`src/rtl/rocketcpu_gpio_ctrl_if.sv`:
```
// rocketcpu_gpio_ctrl_if: Wishbone slave bus bundle for the GPIO controller
interface rocketcpu_gpio_ctrl_if;
  logic [1:0]  adr;
  logic [31:0] dat;
  logic        we;
  logic        cyc;
  logic [31:0] rdt;
  logic        ack;
  modport master (output adr, dat, we, cyc, input rdt, ack);
  modport slave (input adr, dat, we, cyc, output rdt, ack);
endinterface

```
`src/rtl/rocketcpu_gpio_ctrl.sv`:
```
// rocketcpu_gpio_ctrl: Wishbone GPIO controller (LED blink, button debounce, press events; ROCKETCPU_GPIO_IRQ_EN enables masked irq)
module rocketcpu_gpio_ctrl #(
  parameter int          DB_CYCLES  = 50000,
  parameter logic [23:0] PERIOD_RST = 24'd6000000
) (
  input  logic                  i_wb_clk,
  input  logic                  i_wb_rst,
  rocketcpu_gpio_ctrl_if.slave  wb,
  input  logic [3:0]            i_gpio,
  output logic                  o_gpio,
  output logic                  o_irq
);
  localparam int CW = DB_CYCLES > 1 ? $clog2(DB_CYCLES) : 1;
  localparam logic [CW-1:0] DB_LAST = CW'(DB_CYCLES - 1);
  logic          accept, wr;
  logic          led, mode, phase;
  logic [3:0]    mask;
  logic [23:0]   period, per_last, cnt;
  logic [3:0]    sync1, sync2, db, db_nxt, rise, evt, clr;
  logic [CW-1:0] db_cnt [4];
  logic [CW-1:0] db_cnt_nxt [4];
  logic [31:0]   rd_val;
  logic          unused_dat;
  assign unused_dat = ^wb.dat[31:24];
  assign accept = wb.cyc & ~wb.ack;
  assign wr = accept & wb.we;
  assign per_last = period == 24'd0 ? 24'd0 : period - 24'd1;
  assign clr = (wr && wb.adr == 2'd3) ? wb.dat[3:0] : 4'd0;
  assign rise = db_nxt & ~db;
  assign rd_val = wb.adr == 2'd0 ? {20'd0, mask, 6'd0, mode, led} :
                  wb.adr == 2'd1 ? {8'd0, period} :
                  wb.adr == 2'd2 ? {24'd0, sync2, db} : {28'd0, evt};
  // bus handshake: one-cycle ack per accepted request, read data captured with it
  always_ff @(posedge i_wb_clk)
    if (i_wb_rst) begin
      wb.ack <= 1'b0;
      wb.rdt <= '0;
    end else begin
      wb.ack <= accept;
      if (accept) wb.rdt <= wb.we ? 32'd0 : rd_val;
    end
  // control, period and sticky press-event registers; a new press beats a same-edge clear
  always_ff @(posedge i_wb_clk)
    if (i_wb_rst) begin
      led    <= 1'b0;
      mode   <= 1'b0;
      period <= PERIOD_RST;
      evt    <= 4'd0;
    end else begin
      if (wr && wb.adr == 2'd0) begin
        led  <= wb.dat[0];
        mode <= wb.dat[1];
      end
      if (wr && wb.adr == 2'd1) period <= wb.dat[23:0];
      evt <= (evt & ~clr) | rise;
    end
`ifdef ROCKETCPU_GPIO_IRQ_EN
  // interrupt mask storage
  always_ff @(posedge i_wb_clk)
    if (i_wb_rst) mask <= 4'd0;
    else if (wr && wb.adr == 2'd0) mask <= wb.dat[11:8];
  // registered level interrupt from masked events
  always_ff @(posedge i_wb_clk)
    if (i_wb_rst) o_irq <= 1'b0;
    else o_irq <= |(evt & mask);
`else
  assign mask = 4'd0;
  assign o_irq = 1'b0;
`endif
  // blink engine: counter wraps at max(period,1)-1 and toggles phase; held idle in direct mode
  always_ff @(posedge i_wb_clk)
    if (i_wb_rst || !mode) begin
      cnt   <= 24'd0;
      phase <= 1'b0;
    end else if (wr && wb.adr == 2'd1) cnt <= 24'd0;
    else if (cnt >= per_last) begin
      cnt   <= 24'd0;
      phase <= ~phase;
    end else cnt <= cnt + 24'd1;
  // LED output: phase is 0 in direct mode, so this covers both modes
  always_ff @(posedge i_wb_clk)
    if (i_wb_rst) o_gpio <= 1'b0;
    else o_gpio <= phase ^ led;
  // two-flop synchronizer for the asynchronous buttons
  always_ff @(posedge i_wb_clk)
    if (i_wb_rst) begin
      sync1 <= 4'd0;
      sync2 <= 4'd0;
    end else begin
      sync1 <= i_gpio;
      sync2 <= sync1;
    end
  // debounce: accept the synchronized level once it has differed for DB_CYCLES clocks
  always_comb begin
    db_nxt = db;
    for (int i = 0; i < 4; i++) begin
      db_cnt_nxt[i] = '0;
      if (sync2[i] != db[i]) begin
        if (db_cnt[i] == DB_LAST) db_nxt[i] = sync2[i];
        else db_cnt_nxt[i] = db_cnt[i] + 1'b1;
      end
    end
  end
  // debounced state and per-button stability counters
  always_ff @(posedge i_wb_clk)
    if (i_wb_rst) begin
      db <= 4'd0;
      for (int i = 0; i < 4; i++) db_cnt[i] <= '0;
    end else begin
      db <= db_nxt;
      for (int i = 0; i < 4; i++) db_cnt[i] <= db_cnt_nxt[i];
    end
endmodule

```
`src/flat_wrapper.sv`:
```
// flat-port wrapper written by rule: the top's interface ports become plain ports
module rocketcpu_gpio_ctrl_flat 
#(
  parameter int          DB_CYCLES  = 50000,
  parameter logic [23:0] PERIOD_RST = 24'd6000000
)
  (i_wb_clk, i_wb_rst, i_gpio, o_gpio, o_irq, wb_adr, wb_dat, wb_we, wb_cyc, wb_rdt, wb_ack);
  rocketcpu_gpio_ctrl_if wb_i ();
  input  logic i_wb_clk;
  input  logic i_wb_rst;
  input  logic [3:0] i_gpio;
  output logic o_gpio;
  output logic o_irq;
  input wire logic [$bits(wb_i.adr)-1:0] wb_adr;
  input wire logic [$bits(wb_i.dat)-1:0] wb_dat;
  input wire logic [$bits(wb_i.we)-1:0] wb_we;
  input wire logic [$bits(wb_i.cyc)-1:0] wb_cyc;
  output wire logic [$bits(wb_i.rdt)-1:0] wb_rdt;
  output wire logic [$bits(wb_i.ack)-1:0] wb_ack;
  assign wb_i.adr = wb_adr;
  assign wb_i.dat = wb_dat;
  assign wb_i.we = wb_we;
  assign wb_i.cyc = wb_cyc;
  assign wb_rdt = wb_i.rdt;
  assign wb_ack = wb_i.ack;
  rocketcpu_gpio_ctrl #(.DB_CYCLES(DB_CYCLES), .PERIOD_RST(PERIOD_RST)) u_core (.i_wb_clk(i_wb_clk), .i_wb_rst(i_wb_rst), .wb(wb_i), .i_gpio(i_gpio), .o_gpio(o_gpio), .o_irq(o_irq));
endmodule
```
`config.mk`:
```
export PLATFORM = sky130hd
export DESIGN_NAME = rocketcpu_gpio_ctrl_flat
export DESIGN_NICKNAME = d
export VERILOG_FILES = /design/src/rtl/rocketcpu_gpio_ctrl_if.sv /design/src/rtl/rocketcpu_gpio_ctrl.sv /design/src/flat_wrapper.sv
export SDC_FILE = /design/constraint.sdc
export NUM_CORES = 1
export LEC_CHECK = 0
export ABC_AREA = 1
export BUFFER_PORTS_ARGS = -buffer_cell sky130_fd_sc_hd__buf_2
export CELL_PAD_IN_SITES_DETAIL_PLACEMENT = 2
export CELL_PAD_IN_SITES_GLOBAL_PLACEMENT = 2
export CORE_MARGIN = 4
export CORE_UTILIZATION = 31
export DETAILED_ROUTE_END_ITERATION = 8
export GPL_ROUTABILITY_DRIVEN = 0
export PLACE_DENSITY = 0.86
export SYNTH_ARGS = -nofsm -noshare
export SYNTH_HDL_FRONTEND = slang
export SYNTH_SLANG_ARGS = --single-unit
```
`constraint.sdc`:
```
create_clock -name i_wb_clk -period 2.7 [get_ports i_wb_clk]
set_input_delay 0.405 -clock i_wb_clk [delete_from_list [all_inputs] [get_ports i_wb_clk]]
set_output_delay 0.405 -clock i_wb_clk [all_outputs]
set_load 0.05 [all_outputs]
```
; ---- Word level (Yosys, flattened, before mapping)
; Memories as Yosys holds them, arrays and structs flattened.
; Cells that the tools add are included.
[word_totals]
n_memories = 1
elab_cells = 84
regBits = 101
inputBits = 42
out_inout_bits = 35
ramBits = 64
[op_classes]
n_reduce_logical = 9
n_eq_ne = 11
order_cmp = 1
mux = 29
bitwise_logic = 15
addsub = 6
[memory_table]
columns = memory, words, word_bits, read_ports, rd_clocked_by_memory_dff, write_ports, line
row1 = u_core.db_cnt, 4, 16, 4, 0, 4, rocketcpu_gpio_ctrl.sv:20  ; logic [CW-1:0] db_cnt [4];
[ops]
columns = op, count
row1 = $mux 16, 12
row2 = $mux 32, 3
row3 = $add 16x1->16 const B, 4
row4 = $eq 16x16->1 const B, 4
row5 = $add 24x1->24 const B, 1
row6 = $ge 24x24->1, 1
row7 = $logic_not 24->1, 1
row8 = $mux 24, 1
row9 = $sub 24x1->24 const B, 1
row10 = $mux 1, 11
row11 = $and 4x4->4, 2
row12 = $mux 8, 1
row13 = $not 4->4, 2
row14 = $eq 2x2->1 const B, 2
row15 = $mux 4, 1
row16 = $ne 1x1->1, 4
row17 = $or 1x1->1, 4
row18 = $or 4x4->4, 1
row19 = $logic_and 1x1->1, 3
row20 = $not 1->1, 3
row21 = $reduce_or 3->1, 1
row22 = $and 1x1->1, 2
row23 = $eq 2x1->1 const B, 1
row24 = $logic_not 2->1, 1
row25 = 4 further kinds, 4

; ---- Depth between registers and ports, before layout
; Gate-level depths: netlist of run 1.
[logic_depth]
ltp_word = 8
mapped_depth = 22
mapped_depth_nobuf = 22

; ---- Worst setup path before layout of run 1
; Ideal clock, no wire load.
[synth_timing]
kind = reg2reg
startpoint = register u_core.period[0]
endpoint = register u_core.cnt[23]
n_path_buf = 1
arrival_ps = 2454
setup_ps = 70
setup_slack_ps = 176
path_stages_with_launch = 21
period_less_slack_ps = 2524
cell_sequence = dfxtp_1 inv_1 ha_1 nand2_2 nor2_4 nand2_4 nor2_4 inv_1 nor4_2 o21bai_1 ha_1 nand2_1 inv_1 nand2_1 nand2_1 nand2_1 nand2_1 a21oi_2 nand4_4 buf_4 a21oi_1
[synth_via]
elab_chain_len = 4
[synth_rtl]
columns = element, line
row1 = from (decl), rocketcpu_gpio_ctrl.sv:18  ; logic [23:0] period, per_last, cnt;
row2 = from (signal assigned), rocketcpu_gpio_ctrl.sv:54  ; if (wr && wb.adr == 2'd1) period <= wb.dat[23:0];
row3 = $sub 24x1->24 / $logic_not 24->1 (equally long branches), rocketcpu_gpio_ctrl.sv:27  ; assign per_last = period == 24'd0 ? 24'd0 : period - 24'd1;
row4 = $mux 24 (*), rocketcpu_gpio_ctrl.sv:27
row5 = $ge 24x24->1 (*), rocketcpu_gpio_ctrl.sv:76  ; else if (cnt >= per_last) begin
row6 = $reduce_or 3->1 (no source line) (*), --
row7 = to (signal assigned), rocketcpu_gpio_ctrl.sv:79  ; end else cnt <= cnt + 24'd1;
row8 = to (decl), rocketcpu_gpio_ctrl.sv:18
; Every way passes the cells marked *; elsewhere a longest branch is shown, timed or not.
; A chain may end at the register's enable or synchronous reset.

; ---- Worst setup path in the final report of run 1
[layout_timing]
startpoint = register u_core.period[2]
endpoint = register u_core.cnt[3]
; The elaborated chain is that of the path after synthesis.

==> results of run 1 <==
[synth_stat cells (10+ instances only)]
cell     count  area [sq um]
nand4_1     19           119
buf_4       13          97.6
o21ai_0     44           220
nand2_1    224           841
inv_1      129           484
nand3_1     69           345
a21oi_1     93           465
inv_2       10          37.5
nor2_1     135           507
dfxtp_1    157          3140
ha_1        31           388
nor2_2      17           106
nor3_2      12           120
nor3_1      32           160
xor2_1      10          87.6
xnor2_1     16           140
[kinds of logic (layout without fill, tap and decap cells)]
logic type                 Yosys count  in the layout  synth area share
and+or+nand+nor                    563            563             0.331
AOI/OAI and AO/OA                  174            174             0.117
buffers and inverters              171            298            0.0868
DFF                                157            157             0.389
adders and majority gates           31             31            0.0480
xor gates and xnor gates            26             26            0.0282
other                                1              9          0.000464
[per-layer routing]
layer  wire [um]  share of wire
met1       15900           0.37
met2       21500           0.50
met3        2340          0.054
met4        3230          0.075
met5           0              0
[worst register-to-register path, cell delays in order, from the launching register on]
cell	delay (ps)
dfxtp_4	380
inv_4	80
nand3_4	90
nor2_4	150
nand2_4	90
nor2_4	190
nand3_4	130
nor2_4	200
buf_6	130
nand2_2	50
nand2_2	110
nand3_4	80
ha_4	270
a21o_1	190
nor2_2	180
nand2_4	70
a21oi_4	170
nand4_4	260
clkbuf_16	290
a21oi_2	180
[path summary, 6_finish.rpt]
check	start	to	slack (ps)	cells after the start
setup reg to reg	u_core.period[2]	u_core.cnt[3]	-690	19
hold / removal	i_gpio[0]	u_core.sync1[0]	150	3
setup / recovery	u_core.period[2]	u_core.cnt[3]	-690	19
hold reg to reg	u_core.sync1[0]	u_core.sync2[0]	410	2
[placed cells by master (no fill, tap or decap), types with 8 or more instances in the layout]
cell / n
nand4_1: 19
dfxtp_1: 145
nor3_1: 31
inv_1: 117
nand2_1: 206
a21oi_2: 8
xnor2_1: 16
nand3_2: 11
a21oi_1: 81
nor2_4: 20
conb_1: 9
nand2_2: 17
inv_2: 18
ha_1: 23
dfxtp_2: 11
clkbuf_16: 20
nor2_2: 30
o21ai_0: 41
xor2_1: 10
nor3_2: 10
nor2_1: 109
buf_4: 56
buf_2: 59
nand3_1: 61
nand2_4: 9
[area by class of cell]
cell class	count	area, sq um
fill	2898	14900
multi-input combinational	803	4840
sequential	157	3160
timing repair buffer	126	916
inverter	140	538
clock buffer	18	429
tap	330	413
clock inverter	14	171
[where the power goes]
| part | switching (mW) | internal, mW | leakage [nW] |
|---|---|---|---|
| Clock | 1.27 | 1.33 | 0.293 |
| Combinational | 0.318 | 0.140 | 2.56 |
| Sequential | 0.0350 | 2.34 | 1.27 |
[registers in the layout, summed over array words and instances (netlist names)]
register	count
u_core.db_cnt	64
u_core.led	1
u_core.wb.ack	1
u_core.phase	1
u_core.evt	4
u_core.o_gpio	1
u_core.mode	1
u_core.sync2	4
u_core.wb.rdt	24
u_core.period	24
u_core.cnt	24
u_core.db	4
u_core.sync1	4
[per-stage QoR]
| stage | power [mW] | std cells | setup WS (ps) |
|---|---|---|---|
| 3_3_place_gp | 2.75 | 1533 | 15.8 |
| 3_5_place_dp | 2.77 | 1533 | -276 |
| 6_report | 5.43 | 1588 | -689 |
| 4_1_cts | 5.36 | 1579 | -290 |
| 2_1_floorplan | 2.63 | 1131 | 176 |
| 5_1_grt | 5.58 | 1588 | -751 |
[what timing repair did]
action | CTS | global route
gates cloned | 2 | 1
hold endpoints to repair | 0 | 0
setup endpoints to repair | 25 | 25
pin swaps | 16 | 36
gates resized for setup | 100 | 65
setup buffers | 13 | 9
==> results.json, run 1 <==
{
  "drt_iter0_markers": 578,
  "worstPathArrival_ps": 3760,
  "syn_area_sq_mm": 0.00809,
  "antenna_found_initial": 0,
  "busiest_layer": "met2",
  "clock_path_buffers": 2,
  "avgSynthCellArea_sq_um": 7.20,
  "core-area_sq_mm": 0.0254,
  "placed_cell_area_sq_mm": 0.00900,
  "p_leak_nw": 4.13,
  "fin_setup_tns_ps": -14770,
  "hold_buffers": 0,
  "dp_hpwl_um": 21300,
  "synthFlopType": "dfxtp_1",
  "critPathRequiredTime_ps": 3070,
  "stdcell_area_sq_mm": 0.0105,
  "grt_use_met1": 0.297,
  "skew_ps": 13.7,
  "numCtsBuffers": 17,
  "use_met2": 0.477,
  "failed_checks": "setup timing",
  "wl_per_cell_um": 27.1,
  "fmax_mhz": 295,
  "synth-seq-cells": 157,
  "rows": 58,
  "critPathKind": "flip-flop to flip-flop",
  "cts_tree": "built",
  "rsz0062_at_grt": "true",
  "report.final.slew_viol_count": 0,
  "first_global_vias": 9658,
  "nNetsFinal": 1318,
  "antenna_cells": 0,
  "async_reset_ff_frac": 0,
  "cts_root_buffer": "clkbuf_16",
  "worst-path-buf-inv": 3,
  "grt_max_degree": 28,
  "worstSetupStartpointType": "flip-flop",
  "setup_violations": 25,
  "status": "complete, but fails checks",
  "final_antenna_net_count": 0,
  "final_core_util": 0.412,
  "ios": 77,
  "seq_area_frac_synth": 0.389,
  "drive_gt1_frac": 0.271,
  "portBuffers": 59,
  "drt_wl_total_um": 43000,
  "synth_edf_count": 0,
  "clock_latency_ps": 460,
  "pwr_density_cell_mw_per_mm2": 518,
  "min_path_type": "primary input to flip-flop",
  "cp_cell_sequence": "inv_4 -> nand3_4 -> nor2_4 -> nand2_4 -> nor2_4 -> nand3_4 -> nor2_4 -> buf_6 -> nand2_2 -> nand2_2 -> nand3_4 -> ha_4 -> a21o_1 -> nor2_2 -> nand2_4 -> a21oi_4 -> nand4_4 -> clkbuf_16 -> a21oi_2",
  "grt_use_total": 0.263,
  "drcViolationCount": 0,
  "num_vias": 8954,
  "slew_headroom": 0.556,
  "tightest_slew_ps": 665,
  "dr.pass1.iters": 5,
  "die_w_um": 170,
  "holdWs_ps": 153,
  "use_met3": 0.0459,
  "max_stage_delay_ps": 380,
  "clk_pin_slew_ps": 80,
  "syn_inst": 1123,
  "start_util": 0.318,
  "grt_overflow": 0,
  "path_max_fanout": 6,
  "cp_top_family": "simple AND/OR/NAND/NOR gates",
  "peakVddDrop_mv": 0.395,
  "hold_viol": 0,
  "endpoint_kind": "flip-flop",
  "htree_num_levels": 4,
  "syn2layout_area_growth_pct": 29.5,
  "cts_num_sinks": 157,
  "synth_cell_type_count": 47,
  "die_area_sq_mm": 0.0287,
  "grt_pass1_wl_um": 58400,
  "layout_min_cycle_time_ps": 3390,
  "yosys_warnings": 0,
  "maxCapViolCount": 0,
  "cp_slowest_cell": "dfxtp_4",
  "vias_per_cell": 5.64,
  "period_share": 1.26,
  "die_y_um": 170,
  "fin_ws_ps": -689
}
(Power assumes the default switching activity.)
==> inputs of run 2 (changes only) <==
--- a/config.mk
+++ b/config.mk
@@ -14,6 +14,7 @@
 export DETAILED_ROUTE_END_ITERATION = 8
 export GPL_ROUTABILITY_DRIVEN = 0
 export PLACE_DENSITY = 0.86
+export RECOVER_POWER = 100
 export SYNTH_ARGS = -nofsm -noshare
 export SYNTH_HDL_FRONTEND = slang
 export SYNTH_SLANG_ARGS = --single-unit
==> run 2 against run 1 <==
The run still ends with setup timing left. Clock power is essentially flat. Global-route usage did not move. Maximum frequency about the same. Utilization decreased by 0.24 points. Cell area decreased by 0.57%. Routed wire length about the same. Critical path depth unchanged.
==> results.json, run 2 (synthesized netlist as in run 1, its figures left out) <==
{
  "worstHoldStart": "i_gpio[0]",
  "peakVddDrop_mv": 0.391,
  "maxCapViolCount": 0,
  "clock_latency_ps": 460,
  "htree_num_levels": 4,
  "final_cell_mix": "206 x nand2_1, 145 x dfxtp_1, 118 x inv_1",
  "drt_wl_total_um": 43000,
  "hold_viol": 0,
  "worstSetupStartpointType": "flip-flop",
  "setup_violations": 25,
  "die_y_um": 170,
  "report.final.slew_viol_count": 0,
  "endpoint_kind": "flip-flop",
  "clk_pin_slew_ps": 80,
  "clockPowerShare": 0.478,
  "min_path_type": "primary input to flip-flop",
  "drcViolationCount": 0,
  "r2r-end": "u_core.cnt[3]",
  "final_antenna_net_count": 0,
  "cts_num_sinks": 157,
  "nNetsFinal": 1318,
  "reg2reg_slack_ps": -690,
  "p_sw_frac": 0.297,
  "cts_root_buffer": "clkbuf_16",
  "fin_ws_ps": -688,
  "dr.pass1.iters": 5,
  "multi_input_area_sq_mm": 0.00482,
  "dp_hpwl_um": 21300,
  "clock_path_buffers": 2,
  "skew_ps": 13.2,
  "reg2reg_depth": 19,
  "stdcell_area_sq_mm": 0.0104,
  "p_seq_frac": 0.439,
  "rows": 58,
  "pwr-share-comb": 0.083,
  "status": "complete, but fails checks",
  "grt_use_total": 0.263,
  "hold_path_end": "u_core.sync1[0]",
  "placed_cell_area_sq_mm": 0.00900,
  "path_max_fanout": 6,
  "r2r_start": "u_core.period[2]",
  "start_util": 0.318,
  "cts_tree": "built",
  "final_core_util": 0.410,
  "critPathRequiredTime_ps": 3070,
  "seq_area_sq_mm": 0.00316,
  "intPower_mw": 3.80,
  "ios": 77,
  "top_register": "u_core.db_cnt",
  "first_global_vias": 9658,
  "min_path_cells": 3,
  "fillCellCount": 2922,
  "layout_min_cycle_time_ps": 3390,
  "vias_per_cell": 5.63,
  "die_area_sq_mm": 0.0287,
  "largest_register_ffs": 64,
  "portBuffers": 59,
  "num_vias": 8948,
  "syn2layout_area_growth_pct": 28.7,
  "antenna_cells": 0,
  "wl_per_cell_um": 27.1,
  "core-area_sq_mm": 0.0254,
  "grt_max_degree": 28,
  "period_share": 1.25,
  "p_switching_mw": 1.61,
  "tightest_slew_ps": 1080,
  "p_leak_nw": 4.01,
  "numCtsBuffers": 17,
  "critPathKind": "flip-flop to flip-flop",
  "grt_pass1_wl_um": 58400,
  "drive_gt1_frac": 0.244,
  "rsz0062_at_grt": "true",
  "antenna_found_initial": 0,
  "drt_iter0_markers": 603,
  "fmax_mhz": 295,
  "die_w_um": 170,
  "worstPathArrival_ps": 3760,
  "slew_headroom": 0.279,
  "grt_overflow": 0,
  "final_common_cell": "nand2_1",
  "pwr_density_cell_mw_per_mm2": 520,
  "failed_checks": "setup timing"
}
run 2: changes by cell type in the layout (fill, tap and decap cells not counted), sizes merged:
| cell | previous run | this run |
|---|---|---|
| buf | 123 | 95 |
| clkbuf | 21 | 49 |
run 2: how the worst max path moves through the flow:
stage                     cells past startpoint  slack, ps             end             start
final                                        19       -690   u_core.cnt[3]  u_core.period[2]
after global routing                         19       -750   u_core.cnt[3]  u_core.period[2]
after CTS                                    21       -290   u_core.cnt[0]  u_core.period[0]
after detailed placement                     21       -280   u_core.cnt[5]  u_core.period[0]
after global placement                       19         20  u_core.cnt[16]  u_core.period[2]
after floorplan                              20        180  u_core.cnt[23]  u_core.period[0]
run 2: timing repair:
item / CTS / global route
endpoints found under the setup margin: 25 / 25
resized for setup: 100 / 65
hold endpoints to repair: 0 / 0
hold buffers: 0 / 0
pin swaps: 16 / 36
buffers inserted: 13 / 9
cloned: 2 / 1
run 2: per-layer routing:
metal,GRT usage,part of all wire,vias up
li1,-,-,3886
met1,0.297,0.37,4507
met2,0.477,0.50,354
met3,0.0459,0.053,201
met4,0.128,0.071,0
met5,0,0,-
run 2: final cells by class:
type | instances | area share
multi-input combinational | 803 | 0.463
sequential | 157 | 0.304
timing repair buffer | 126 | 0.0844
inverter | 140 | 0.0517
clock buffer | 18 | 0.0412
tap | 330 | 0.0397
clock inverter | 14 | 0.0165
run 2: worst max-delay path, stage by stage, from the launching register on:
cell and delay (ps):
dfxtp_4 380, inv_4 80, nand3_4 90, nor2_4 150, nand2_4 90, nor2_4 190, nand3_4 140, nor2_4 200
buf_6 130, nand2_2 50, nand2_2 110, nand3_4 80, ha_4 270, a21o_1 190, nor2_2 180, nand2_4 70
a21oi_4 170, nand4_4 260, clkbuf_16 280, a21oi_2 170
run 2: power groups by stage:
| stage | Combinational [mW] | Sequential [mW] | Clock (mW) |
|---|---|---|---|
| final | 0.452 | 2.38 | 2.59 |
| after floorplan | 0.196 | 2.43 | 0 |
| after CTS | 0.399 | 2.37 | 2.59 |
| after global placement | 0.332 | 2.42 | 0 |
| after global routing | 0.471 | 2.38 | 2.72 |
| after detailed placement | 0.351 | 2.42 | 0 |
run 2: stage by stage:
| step | hold WS [ps] | power (mW) | cells | setup TNS [ps] | worst slack (ps) |
|---|---|---|---|---|---|
| final | 157 | 5.41 | 1588 | -14880 | -688 |
| after global routing | 179 | 5.57 | 1588 | -16830 | -751 |
| after CTS | 146 | 5.36 | 1579 | -5130 | -290 |
| after detailed placement | 398 | 2.77 | 1533 | -5340 | -276 |
| after global placement | 395 | 2.75 | 1533 | 0 | 15.8 |
| after floorplan | 388 | 2.63 | 1131 | 0 | 176 |
==> inputs of run 3 (changes only) <==
--- a/config.mk
+++ b/config.mk
@@ -13,7 +13,7 @@
 export CORE_UTILIZATION = 31
 export DETAILED_ROUTE_END_ITERATION = 8
 export GPL_ROUTABILITY_DRIVEN = 0
-export PLACE_DENSITY = 0.86
+export PLACE_DENSITY_LB_ADDON = 0.1
 export RECOVER_POWER = 100
 export SYNTH_ARGS = -nofsm -noshare
 export SYNTH_HDL_FRONTEND = slang
==> run 3 against run 2 <==
The run still ends with setup timing left. Maximum frequency is 20% higher. Die area did not move. Via count fell by 12%. Critical path type unchanged. Largest cell class unchanged. Largest power group unchanged. Highest routed layer unchanged.
==> results.json, run 3 (synthesized netlist as in run 1, its figures left out) <==
{
  "dp_hpwl_um": 20000,
  "maxCapViolCount": 0,
  "drive_gt1_frac": 0.205,
  "clockPowerShare": 0.472,
  "intPower_mw": 3.71,
  "die_area_sq_mm": 0.0287,
  "cts_num_sinks": 157,
  "grt_max_degree": 24,
  "report.final.slew_viol_count": 0,
  "vias_per_cell": 4.89,
  "hold_viol": 0,
  "clock_latency_ps": 450,
  "antenna_cells": 0,
  "fin_setup_tns_ps": -2160,
  "p_switching_mw": 1.48,
  "rsz0062_at_grt": "true",
  "finalPower_mw": 5.19,
  "dr.pass1.iters": 4,
  "p_seq_frac": 0.455,
  "min_path_type": "primary input to flip-flop",
  "worstPathArrival_ps": 3180,
  "final_cell_mix": "221 x nand2_1, 151 x dfxtp_1, 128 x inv_1",
  "grt_use_total": 0.188,
  "final_antenna_net_count": 0,
  "htree_num_levels": 4,
  "p_sw_frac": 0.284,
  "die_w_um": 170,
  "critPathKind": "flip-flop to flip-flop",
  "rows": 58,
  "status": "complete, but fails checks",
  "critPathRequiredTime_ps": 3070,
  "reg2reg_slack_ps": -110,
  "placed_cell_area_sq_mm": 0.00924,
  "start_util": 0.318,
  "setup_violations": 25,
  "clk_pin_slew_ps": 80,
  "r2r_start": "u_core.period[1]",
  "fmax_mhz": 356,
  "max_stage_delay_ps": 330,
  "cts_tree": "built",
  "cts_root_buffer": "clkbuf_16",
  "nNetsFinal": 1334,
  "drt_wl_total_um": 26600,
  "core-area_sq_mm": 0.0254,
  "grt_overflow": 0,
  "r2r-end": "u_core.cnt[23]",
  "syn2layout_area_growth_pct": 24.9,
  "antenna_found_initial": 0,
  "period_share": 1.04,
  "first_global_vias": 8507,
  "portBuffers": 59,
  "wl_per_cell_um": 16.6,
  "worstHoldStart": "i_gpio[3]",
  "cpMostUsedCell": "nor2_4",
  "drcViolationCount": 0,
  "grt_pass1_wl_um": 43600,
  "final_common_cell": "nand2_1",
  "peakVddDrop_mv": 0.379,
  "worstSetupStartpointType": "flip-flop",
  "fin_ws_ps": -112,
  "dp.cells": 1562,
  "stdcell_area_sq_mm": 0.0101,
  "cp_top_family": "simple AND/OR/NAND/NOR gates",
  "reg2reg_depth": 19,
  "instances_no_fill": 1604,
  "min_path_cells": 3,
  "failed_checks": "setup timing",
  "hold_buffers": 0,
  "slew_headroom": 0.363,
  "layout_min_cycle_time_ps": 2810,
  "cp_slowest_cell": "dfxtp_2",
  "die_y_um": 170,
  "drt_iter0_markers": 258,
  "clock_path_buffers": 2,
  "cp_cell_sequence": "inv_2 -> buf_6 -> nand3_4 -> nor2_4 -> nand2_4 -> nor2_4 -> nand3_4 -> nor2_4 -> nand2_1 -> nand2_1 -> nand3_2 -> ha_4 -> a21o_1 -> nor2_2 -> nand2_2 -> a21oi_4 -> nand4_4 -> buf_12 -> a21oi_4",
  "ios": 77,
  "hold_path_end": "u_core.sync1[3]",
  "largest_register_ffs": 64,
  "numCtsBuffers": 17,
  "num_vias": 7848,
  "pwr-share-comb": 0.073,
  "pwr_density_cell_mw_per_mm2": 514,
  "skew_ps": 22.6,
  "tightest_slew_ps": 956,
  "pre_cts_ws_ps": -247,
  "worst-path-buf-inv": 3,
  "p_leak_nw": 3.94,
  "top_register": "u_core.db_cnt",
  "path_max_fanout": 8,
  "endpoint_kind": "flip-flop"
}
run 3: power groups by stage:
stage                     logic [mW]  clock network (mW)  registers, mW
after floorplan                0.196                   0           2.43
after global placement         0.361                   0           2.41
after detailed placement       0.369                   0           2.41
after CTS                      0.385                2.53           2.36
after global routing           0.420                2.63           2.36
final                          0.378                2.45           2.36
run 3: metrics by stage:
stage,hold WS (ps),util
CTS,141,0.396
detailed placement,403,0.364
floorplan,388,-
finish,154,0.398
global route,162,0.398
global placement,394,0.364
run 3: area by class of cell:
| cell class | count | area, sq um |
|---|---|---|
| Clock inverter | 15 | 169 |
| Timing Repair Buffer | 142 | 950 |
| Sequential cell | 157 | 3150 |
| Clock buffer | 17 | 425 |
| Fill cell | 3035 | 15300 |
| Inverter | 140 | 526 |
| Tap cell | 330 | 413 |
| Multi-Input combinational cell | 803 | 4470 |
run 3: worst reg2reg max path: cells and delay by family, from the launching register on:
family	cells	cell delay [ps]
adders and majority gates	1	260
and+or+nand+nor	12	1320
AOI/OAI and AO/OA	3	420
DFF	1	330
buffers and inverters	3	400
run 3: how the worst max path moves through the flow:
stage,start,end,slack (ps),depth (start not counted)
after floorplan,u_core.period[0],u_core.cnt[23],180,20
after global placement,u_core.period[0],u_core.phase,-100,22
after detailed placement,u_core.period[0],u_core.cnt[23],-250,21
after CTS,u_core.period[0],u_core.cnt[23],-180,21
after global routing,u_core.period[0],u_core.cnt[23],-360,19
final,u_core.period[1],u_core.cnt[23],-110,19
run 3: routing by layer:
layer | global-route usage | routed length (um) | share of wire
met5 | 0 | 0 | 0
met2 | 0.334 | 13400 | 0.51
met1 | 0.240 | 12500 | 0.47
met3 | 0.0263 | 424 | 0.016
met4 | 0.0448 | 229 | 0.0086
run 3: what timing repair did:
action,in CTS,in global routing
cloned,1,0
setup buffers,7,3
gates resized for setup,44,31
endpoints found under the setup margin,25,25
pin swaps,20,12
